### src/rtl/mem_arb_pkg.sv
// Shared types and widths for the data-memory arbiter.
package mem_arb_pkg;

   localparam int unsigned XLEN = 32;

   typedef enum logic {
      IDLE,
      EXT_BURST
   } arb_state_t;

   typedef enum logic [1:0] {
      OWN_NONE,
      OWN_CPU,
      OWN_EXT
   } arb_owner_t;

endpackage

### src/rtl/sat_counter.sv
// Saturating up-counter; clr and inc together restart the count at 1.
module sat_counter #(
   parameter int unsigned MAX = 4
) (
   input  logic                       clk,
   input  logic                       reset,
   input  logic                       inc,
   input  logic                       clr,
   output logic [$clog2(MAX+1)-1:0]   cnt
);

   localparam int unsigned W = $clog2(MAX + 1);

   always_ff @(posedge clk) begin
      if (reset) begin
         cnt <= '0;
      end else if (clr) begin
         cnt <= inc ? W'(1) : '0;
      end else if (inc && (cnt != W'(MAX))) begin
         cnt <= cnt + W'(1);
      end
   end

endmodule

### src/rtl/dmem_arbiter.sv
// Shares one data-memory port between the CPU MEM stage and an external
// loader/DMA port, with bounded ext bursts and ext starvation protection.
module dmem_arbiter
   import mem_arb_pkg::*;
#(
   parameter int unsigned STARVE_LIMIT = 4,
   parameter int unsigned MAX_BURST    = 8
) (
   input  logic            clk,
   input  logic            reset,
   input  logic            cpu_req,
   input  logic            cpu_we,
   input  logic [XLEN-1:0] cpu_addr,
   input  logic [XLEN-1:0] cpu_wdata,
   output logic            cpu_gnt,
   output logic            cpu_rvalid,
   output logic [XLEN-1:0] cpu_rdata,
   input  logic            ext_req,
   input  logic            ext_we,
   input  logic [XLEN-1:0] ext_addr,
   input  logic [XLEN-1:0] ext_wdata,
   input  logic            ext_last,
   output logic            ext_gnt,
   output logic            ext_rvalid,
   output logic [XLEN-1:0] ext_rdata,
   output logic            mem_write_en,
   output logic [XLEN-1:0] mem_addr,
   output logic [XLEN-1:0] mem_wdata,
   input  logic [XLEN-1:0] mem_rdata
);

   localparam int unsigned SW = $clog2(STARVE_LIMIT + 1);
   localparam int unsigned BW = $clog2(MAX_BURST + 1);

   arb_state_t    state_q, state_d;
   arb_owner_t    owner;
   logic [SW-1:0] starve_cnt;
   logic [BW-1:0] beat_cnt;
   logic          beat_inc, beat_clr;
   logic          starve_hit, beat_hit;

   assign starve_hit = (starve_cnt == SW'(STARVE_LIMIT));
   assign beat_hit   = (beat_cnt == BW'(MAX_BURST));

   always_ff @(posedge clk) begin
      if (reset) state_q <= IDLE;
      else       state_q <= state_d;
   end

   // Grant selection and burst tracking; nothing is granted during reset.
   always_comb begin
      state_d  = state_q;
      owner    = OWN_NONE;
      beat_inc = 1'b0;
      beat_clr = 1'b0;
      if (!reset) begin
         case (state_q)
            IDLE: begin
               if (ext_req && starve_hit) owner = OWN_EXT;
               else if (cpu_req)          owner = OWN_CPU;
               else if (ext_req)          owner = OWN_EXT;
               if ((owner == OWN_EXT) && !ext_last) begin
                  state_d  = EXT_BURST;
                  beat_clr = 1'b1;
                  beat_inc = 1'b1;
               end
            end
            EXT_BURST: begin
               if (ext_req) begin
                  if (beat_hit && cpu_req) begin
                     owner   = OWN_CPU;
                     state_d = IDLE;
                  end else begin
                     owner    = OWN_EXT;
                     beat_inc = 1'b1;
                     if (ext_last) state_d = IDLE;
                  end
               end else if (cpu_req) begin
                  owner = OWN_CPU;
               end
            end
         endcase
      end
   end

   assign cpu_gnt = (owner == OWN_CPU);
   assign ext_gnt = (owner == OWN_EXT);

   sat_counter #(.MAX(STARVE_LIMIT)) u_starve_cnt (
      .clk   (clk),
      .reset (reset),
      .inc   (ext_req & ~ext_gnt),
      .clr   (ext_gnt),
      .cnt   (starve_cnt)
   );

   sat_counter #(.MAX(MAX_BURST)) u_beat_cnt (
      .clk   (clk),
      .reset (reset),
      .inc   (beat_inc),
      .clr   (beat_clr),
      .cnt   (beat_cnt)
   );

   // Idle port defaults to the CPU's address/data with writes disabled.
   assign mem_addr     = ext_gnt ? ext_addr  : cpu_addr;
   assign mem_wdata    = ext_gnt ? ext_wdata : cpu_wdata;
   assign mem_write_en = (cpu_gnt & cpu_we) | (ext_gnt & ext_we);

   always_ff @(posedge clk) begin
      if (reset) begin
         cpu_rvalid <= 1'b0;
         cpu_rdata  <= '0;
         ext_rvalid <= 1'b0;
         ext_rdata  <= '0;
      end else begin
         cpu_rvalid <= cpu_gnt & ~cpu_we;
         ext_rvalid <= ext_gnt & ~ext_we;
         if (cpu_gnt && !cpu_we) cpu_rdata <= mem_rdata;
         if (ext_gnt && !ext_we) ext_rdata <= mem_rdata;
      end
   end

endmodule

### config.mk
export PLATFORM = sky130hd
export DESIGN_NAME = dmem_arbiter
export DESIGN_NICKNAME = d
export VERILOG_FILES = /design/src/rtl/mem_arb_pkg.sv /design/src/rtl/sat_counter.sv /design/src/rtl/dmem_arbiter.sv
export SDC_FILE = /design/constraint.sdc
export NUM_CORES = 1
export LEC_CHECK = 0
export BUFFER_PORTS_ARGS = -buffer_cell sky130_fd_sc_hd__buf_4
export CAP_MARGIN = 15
export CORE_AREA = 5 5 112 114
export DETAILED_ROUTE_END_ITERATION = 8
export DIE_AREA = 0 0 117 119
export GPL_ROUTABILITY_DRIVEN = 0
export PLACE_DENSITY = 0.76
export SYNTH_ARGS = -nofsm -noshare
export SYNTH_HDL_FRONTEND = slang
export SYNTH_SLANG_ARGS = --single-unit
### constraint.sdc
create_clock -name clk -period 2.8 [get_ports clk]
set_input_delay 0.28 -clock clk [delete_from_list [all_inputs] [get_ports clk]]
set_output_delay 0.28 -clock clk [all_outputs]
set_load 0.03 [all_outputs]
# Yosys cells after proc, flatten, opt, wreduce, memory -nomap -nowiden
# Cells that the tools add are included.
[totals]
reg_bits = 74
latch_bits = 0
ram_bits = 0
romBits = 0
in_bits = 167
output_inout_bits = 133
elab_cells = 67
memories = 0
[classes]
n_addsub = 2
multipliers = 0
div_mod_pow = 0
magnitude_cmp = 0
n_eq_ne = 7
shift = 0
n_mux = 29
bitwise = 10
reduce_logical = 12
[op_table]
columns = ["operator", "count"]
rows = [
  ["$mux W32", 2],
  ["$mux W2", 8],
  ["$mux W1", 12],
  ["$mux W4", 2],
  ["$logic_and A1 B1 Y1", 7],
  ["$mux W3", 2],
  ["$and A1 B1 Y1", 5],
  ["$add A4 B1 Y4 const B", 1],
  ["$eq A2 B2 Y1 const B", 2],
  ["$eq A4 B4 Y1 const B", 1],
  ["$ne A4 B4 Y1 const B", 1],
  ["$not A1 Y1", 4],
  ["$pmux W1 S2", 2],
  ["$pmux W2 S2", 1],
  ["$reduce_bool A2 Y1", 2],
  ["$add A3 B1 Y3 const B", 1],
  ["$eq A3 B3 Y1 const B", 1],
  ["$logic_not A1 Y1", 3],
  ["$ne A3 B3 Y1 const B", 1],
  ["$eq A2 B1 Y1 const B", 1],
  ["$or A1 B1 Y1", 1],
]

# Logic depth before layout (Yosys ltp)
[logic_depth]
depth_word = 13
mapped_depth = 9
mapped_depth_nobuf = 6

# By module
# A second synthesis with hierarchy kept.
[hier_totals]
cells_unflattened = 425
hier_area_um2 = 3808.7
[by_module_without_submodules]
columns = ["module", "n_inst", "cells_each", "area_per_inst_um2", "seq_area_each_um2"]
rows = [
  ["dmem_arbiter", 1, 383, 3417.0, 1341.3],
  ["sat_counter (u_beat_cnt)", 1, 25, 214.0, 80.1],
  ["sat_counter (u_starve_cnt)", 1, 17, 177.7, 60.1],
]

# Least setup slack after synthesis
# OpenSTA, ideal clock, no wires.
[synth_timing]
path_type = "register to output"
startpoint = "register u_beat_cnt.cnt[0]"
endpoint = "output port mem_wdata[15]"
t_arrival_ns = 2.257
t_required_ns = 2.520
slack_ns = 0.263
path_stages_with_launch = 10
path_buffers = 3
cell_sequence = "dfxtp_1 inv_1 ha_1 and4b_1 and2_1 buf_2 nor4b_4 buf_4 buf_6 mux2_1"
[synth_via]
elab_chain_cells = 8
[synth_rtl]
columns = ["item", "line_no", "source"]
rows = [
  ["start: declaration", "sat_counter.sv:9", "output logic [$clog2(MAX+1)-1:0] cnt"],
  ["start signal: assignment", "sat_counter.sv:18", "cnt <= inc ? W'(1) : '0;"],
  ["start signal: assignment", "sat_counter.sv:20", "cnt <= cnt + W'(1);"],
  ["$eq A4 B4 Y1", "dmem_arbiter.sv:43", "assign beat_hit = (beat_cnt == BW'(MAX_BURST));"],
  ["$logic_and A1 B1 Y1", "dmem_arbiter.sv:70", "if (beat_hit && cpu_req) begin"],
  ["$mux W2", "dmem_arbiter.sv:70", ""],
  ["$mux W2", "dmem_arbiter.sv:69", "if (ext_req) begin"],
  ["$pmux W2 S2", "dmem_arbiter.sv:57", "case (state_q)"],
  ["$mux W2", "dmem_arbiter.sv:56", "if (!reset) begin"],
  ["$eq A2 B2 Y1", "dmem_arbiter.sv:87", "assign ext_gnt = (owner == OWN_EXT);"],
  ["via ext_gnt", "dmem_arbiter.sv:23", "output logic ext_gnt,"],
  ["$mux W32", "dmem_arbiter.sv:107", "assign mem_wdata = ext_gnt ? ext_wdata : cpu_wdata;"],
  ["end: declaration", "dmem_arbiter.sv:28", "output logic [XLEN-1:0] mem_wdata,"],
]
# The timed path passes the listed nets, and every way through them passes these cells.

# Final worst setup path
[layout_timing]
startpoint = "register u_beat_cnt.cnt[0]"
endpoint = "output port mem_wdata[8]"
[layout_via]
elab_chain_cells = 8
[layout_rtl]
columns = ["item", "line_no"]
rows = [
  ["$eq A4 B4 Y1", "dmem_arbiter.sv:43"],
  ["$logic_and A1 B1 Y1", "dmem_arbiter.sv:70"],
  ["$mux W2", "dmem_arbiter.sv:70"],
  ["$mux W2", "dmem_arbiter.sv:69"],
  ["$pmux W2 S2", "dmem_arbiter.sv:57"],
  ["$mux W2", "dmem_arbiter.sv:56"],
  ["$eq A2 B2 Y1", "dmem_arbiter.sv:87"],
  ["$mux W32", "dmem_arbiter.sv:107"],
]
# Every way passes these cells.

==> summary.md <==
| Metric | Value |
|---|---|
| Outcome | finished, final reports clean |
| Top post-synthesis cells by area | dfxtp_1 41%, mux2_2 18%, a21oi_1 9.2% |
| Die W | 117 um |
| CP max-delay cell | dfxtp_4 |
| MaxCap Viol Count | 0 |
| Num rows | 39 |
| Post-synth EDFFs | 0 |
| CTS Root Cell | clkbuf_16 |
| Ys flop type | dfxtp_1 |
| Final Hold Slack | 0.149 ns |
| CP Data Required Time | between 2 and 3 ns |
| DP Worst Slack | around 0.18 ns |
| Yosys warns | 0 |
| Layout Nets | roughly 900 |
| Area Growth Syn to Fin | 92.7% |
| Psw | 0.952 mW |
| Leakage power | 3.21 nW |
| CTS Sinks | 74 |
| Setup TNS | 0 ns |
| FFs w/ async S/R, synth | 0% |
| Syn Area/Cell | 8.50 sq um |
| Final ANT Viol Nets | 0 |
| Critical path launch point type | register |
| Via density | 5.05 |
| Largest area contributor in the netlist | dfxtp_1 |
| Cell count after synthesis | 429 |
| ANT cells | 0 |
| Die area | 13900 sq um |
| Top-area cell type share of the netlist area | between 40% and 50% |
| Core area | ~11000 sq um |
| Congestion Overflow GR | 0 |
| Vias in the first global route | roughly 4.5k |
| Wire per inst | 21.0 um |
| Largest net degree at the start of global routing | 72 |
| Initial DRT Pass Iterations | 5 |
| Die Height | 119 um |
| Fin Clk Skew | approximately 0.0085 ns |
| Clk Latency, worst-skew pair | 0.32 ns |
| Power per cell area | approximately 450 nW/um^2 |
| Rel. slew slack | 32.9% |
| Via count | about 4.4k |
| IO Count | 300 |
| Most frequent cells in the layout | 255 x buf_4, 76 x nand2_1, 72 x dfxtp_1 |
| Final Hold Fails | 0 |
| Area of the multi-input gates | about 2200 sq um |
| Worst IR Drop VDD | 0.378 mV |
| First-pass GRT wire length | 25.1 mm |
| Gate power share | 31.0% |
| Internal power | approximately 2.2 mW |
| WS Path Type | register to output port |
| CTS max path bufs | 2 |
| Max incr delay on CP | 0.38 ns |
| Worst Hold Class | input port to register |
| Power Total | 3.13 mW |
| Fin crit share | 98.9% |
| Max-slew violations | 0 |
| Unique masters post-synth | 36 |
| Mapped Area | 3650 sq um |
| RSZ-0062 raised after global routing | yes |
| Total track usage | 23.4% |
| Commonest non-fill, non-tap cell in the layout | buf_4 |
| Share of cells above drive strength 1 | 56.3% |
| Residual DRC count | 0 |
| CP endpoint kind | output port |
| Critical Path AT | approximately 2.5 ns |
| Layout filler cell count | ~960 |
| Initial antenna violation count | 0 |
| Yosys reg bits | 74 |
| Worst path cell trace | inv_4 > ha_4 > and4b_1 > and2_4 > nor4b_4 > buf_8 > buf_12 > clkbuf_16 > mux2_4 > buf_6 |
| Switching Fraction | approximately 30% |
| Effective utilization at floorplan | 32.2% |
| Clk pwr share | between 30 and 40% |
| Crit-path max FO | 6 |
| Seq/Total Area, Yosys | 40.6% |
| Flop pwr share | 35.7% |
| Final wirelength | 18.5 mm |
| Least-Margin Pin Slew | approximately 1.0 ns |
| Hold buffers post-CTS | 0 |
| Finished Core Util | between 60 and 70% |
| Minimum clock period | 2.77 ns |
| DRT iter0 DRCs | about 430 |
| H-tree levels | 3 |
| Max Freq | 0.361 GHz |
| Setup violations, final | 0 |
| Syn nets | 600 |
| Storage element area | 1490 sq um |
| Fin worst setup slack | approximately 0.032 ns |
| CTS tree | done |
| I/O Buffers | 299 |
| Post-detail-place hpwl | 13.8 mm |
| CTS buffer count | 9 |
| Reg clk slew, reported paths | 0.06 ns |
## cell usage after synthesis, types with 2 or more instances
cell type  instances
buf_2              6
clkbuf_1          29
inv_1              5
nand3_1           33
nand4b_1           2
o21ai_0           34
nor2_1             7
and2_1             2
o31ai_1            2
dfxtp_1           74
mux2_1             5
nand3b_1           2
nand2_1           76
a21oi_1           67
nor3_1             3
mux2_2            59
ha_1               4
## metrics by stage
| stage | area [sq um] | std cells |
|---|---|---|
| after global routing | 7030 | 879 |
| after detailed placement | 5980 | 841 |
| final | 7030 | 879 |
| after floorplan | 3650 | 429 |
| after CTS | 6370 | 861 |
| after global placement | 5980 | 841 |
## worst max-delay path, delay by kind of cell, from the launching register on
family / cells / cell delay [ns]
and+or+nand+nor: 3 / 0.67
DFF: 1 / 0.38
buffers and inverters: 5 / 0.64
muxes: 1 / 0.31
adders and majority gates: 1 / 0.15
## layer usage
metal / vias up / track usage (%) / part of all wire, % / routed length [um]
met4: 0 / 6.88 / 1.8 / 325
li1: 2109 / - / - / -
met5: - / 0 / 0 / 0
met3: 20 / 9.38 / 9.6 / 1770
met1: 2118 / 25.3 / 35 / 6500
met2: 194 / 41.6 / 53 / 9880
## logic make-up (layout without fill, tap and decap cells)
group / Yosys count / in the layout / share of synthesized area, %
simple gates: 131 / 131 / 16.4
flops: 74 / 74 / 40.6
buf+inv: 42 / 349 / 4.84
xor+xnor: 1 / 1 / 0.240
mux: 65 / 65 / 20.0
fa+ha+maj: 4 / 4 / 1.37
compound gates: 112 / 112 / 16.5
## registers in the layout, indices dropped and copies added (netlist names)
signal and count:
cpu_rdata 32, ext_rvalid 1, u_beat_cnt.cnt 4, u_starve_cnt.cnt 3, ext_rdata 32, cpu_rvalid 1, state_q 1
## final cells by class
cell class,count,share of cell area (%)
Clock inverter,6,0.623
Sequential cell,74,21.2
Inverter,5,0.303
Multi-Input combinational cell,313,30.6
Clock buffer,10,3.26
Timing Repair Buffer,328,41.5
Tap cell,143,2.55
## timing repair
item | CTS | global route
pin swaps | 2 | 3
gates cloned | 2 | 8
gates resized for setup | 15 | 101
buffers inserted | 2 | 9
endpoints found under the setup margin | 64 | 64
## worst paths after layout
kind | startpoint | to | slack (ns) | depth (start not counted)
max | u_beat_cnt.cnt[0] | mem_wdata[8] | 0.03 | 10
min reg2reg | cpu_rdata[27] | cpu_rdata[27] | 0.46 | 2
max reg2reg | u_starve_cnt.cnt[0] | u_starve_cnt.cnt[2] | 0.65 | 10
min | cpu_we | cpu_rvalid | 0.15 | 2
## power by group through the flow
stage	combinational, mW	sequential [mW]	clock, mW
2_1_floorplan	0.351	1.20	0
3_3_place_gp	0.809	1.14	0
3_5_place_dp	0.822	1.14	0
4_1_cts	0.844	1.12	1.06
5_1_grt	1.01	1.12	1.11
6_report	0.971	1.12	1.04
Power figures use the tool's default switching activity.
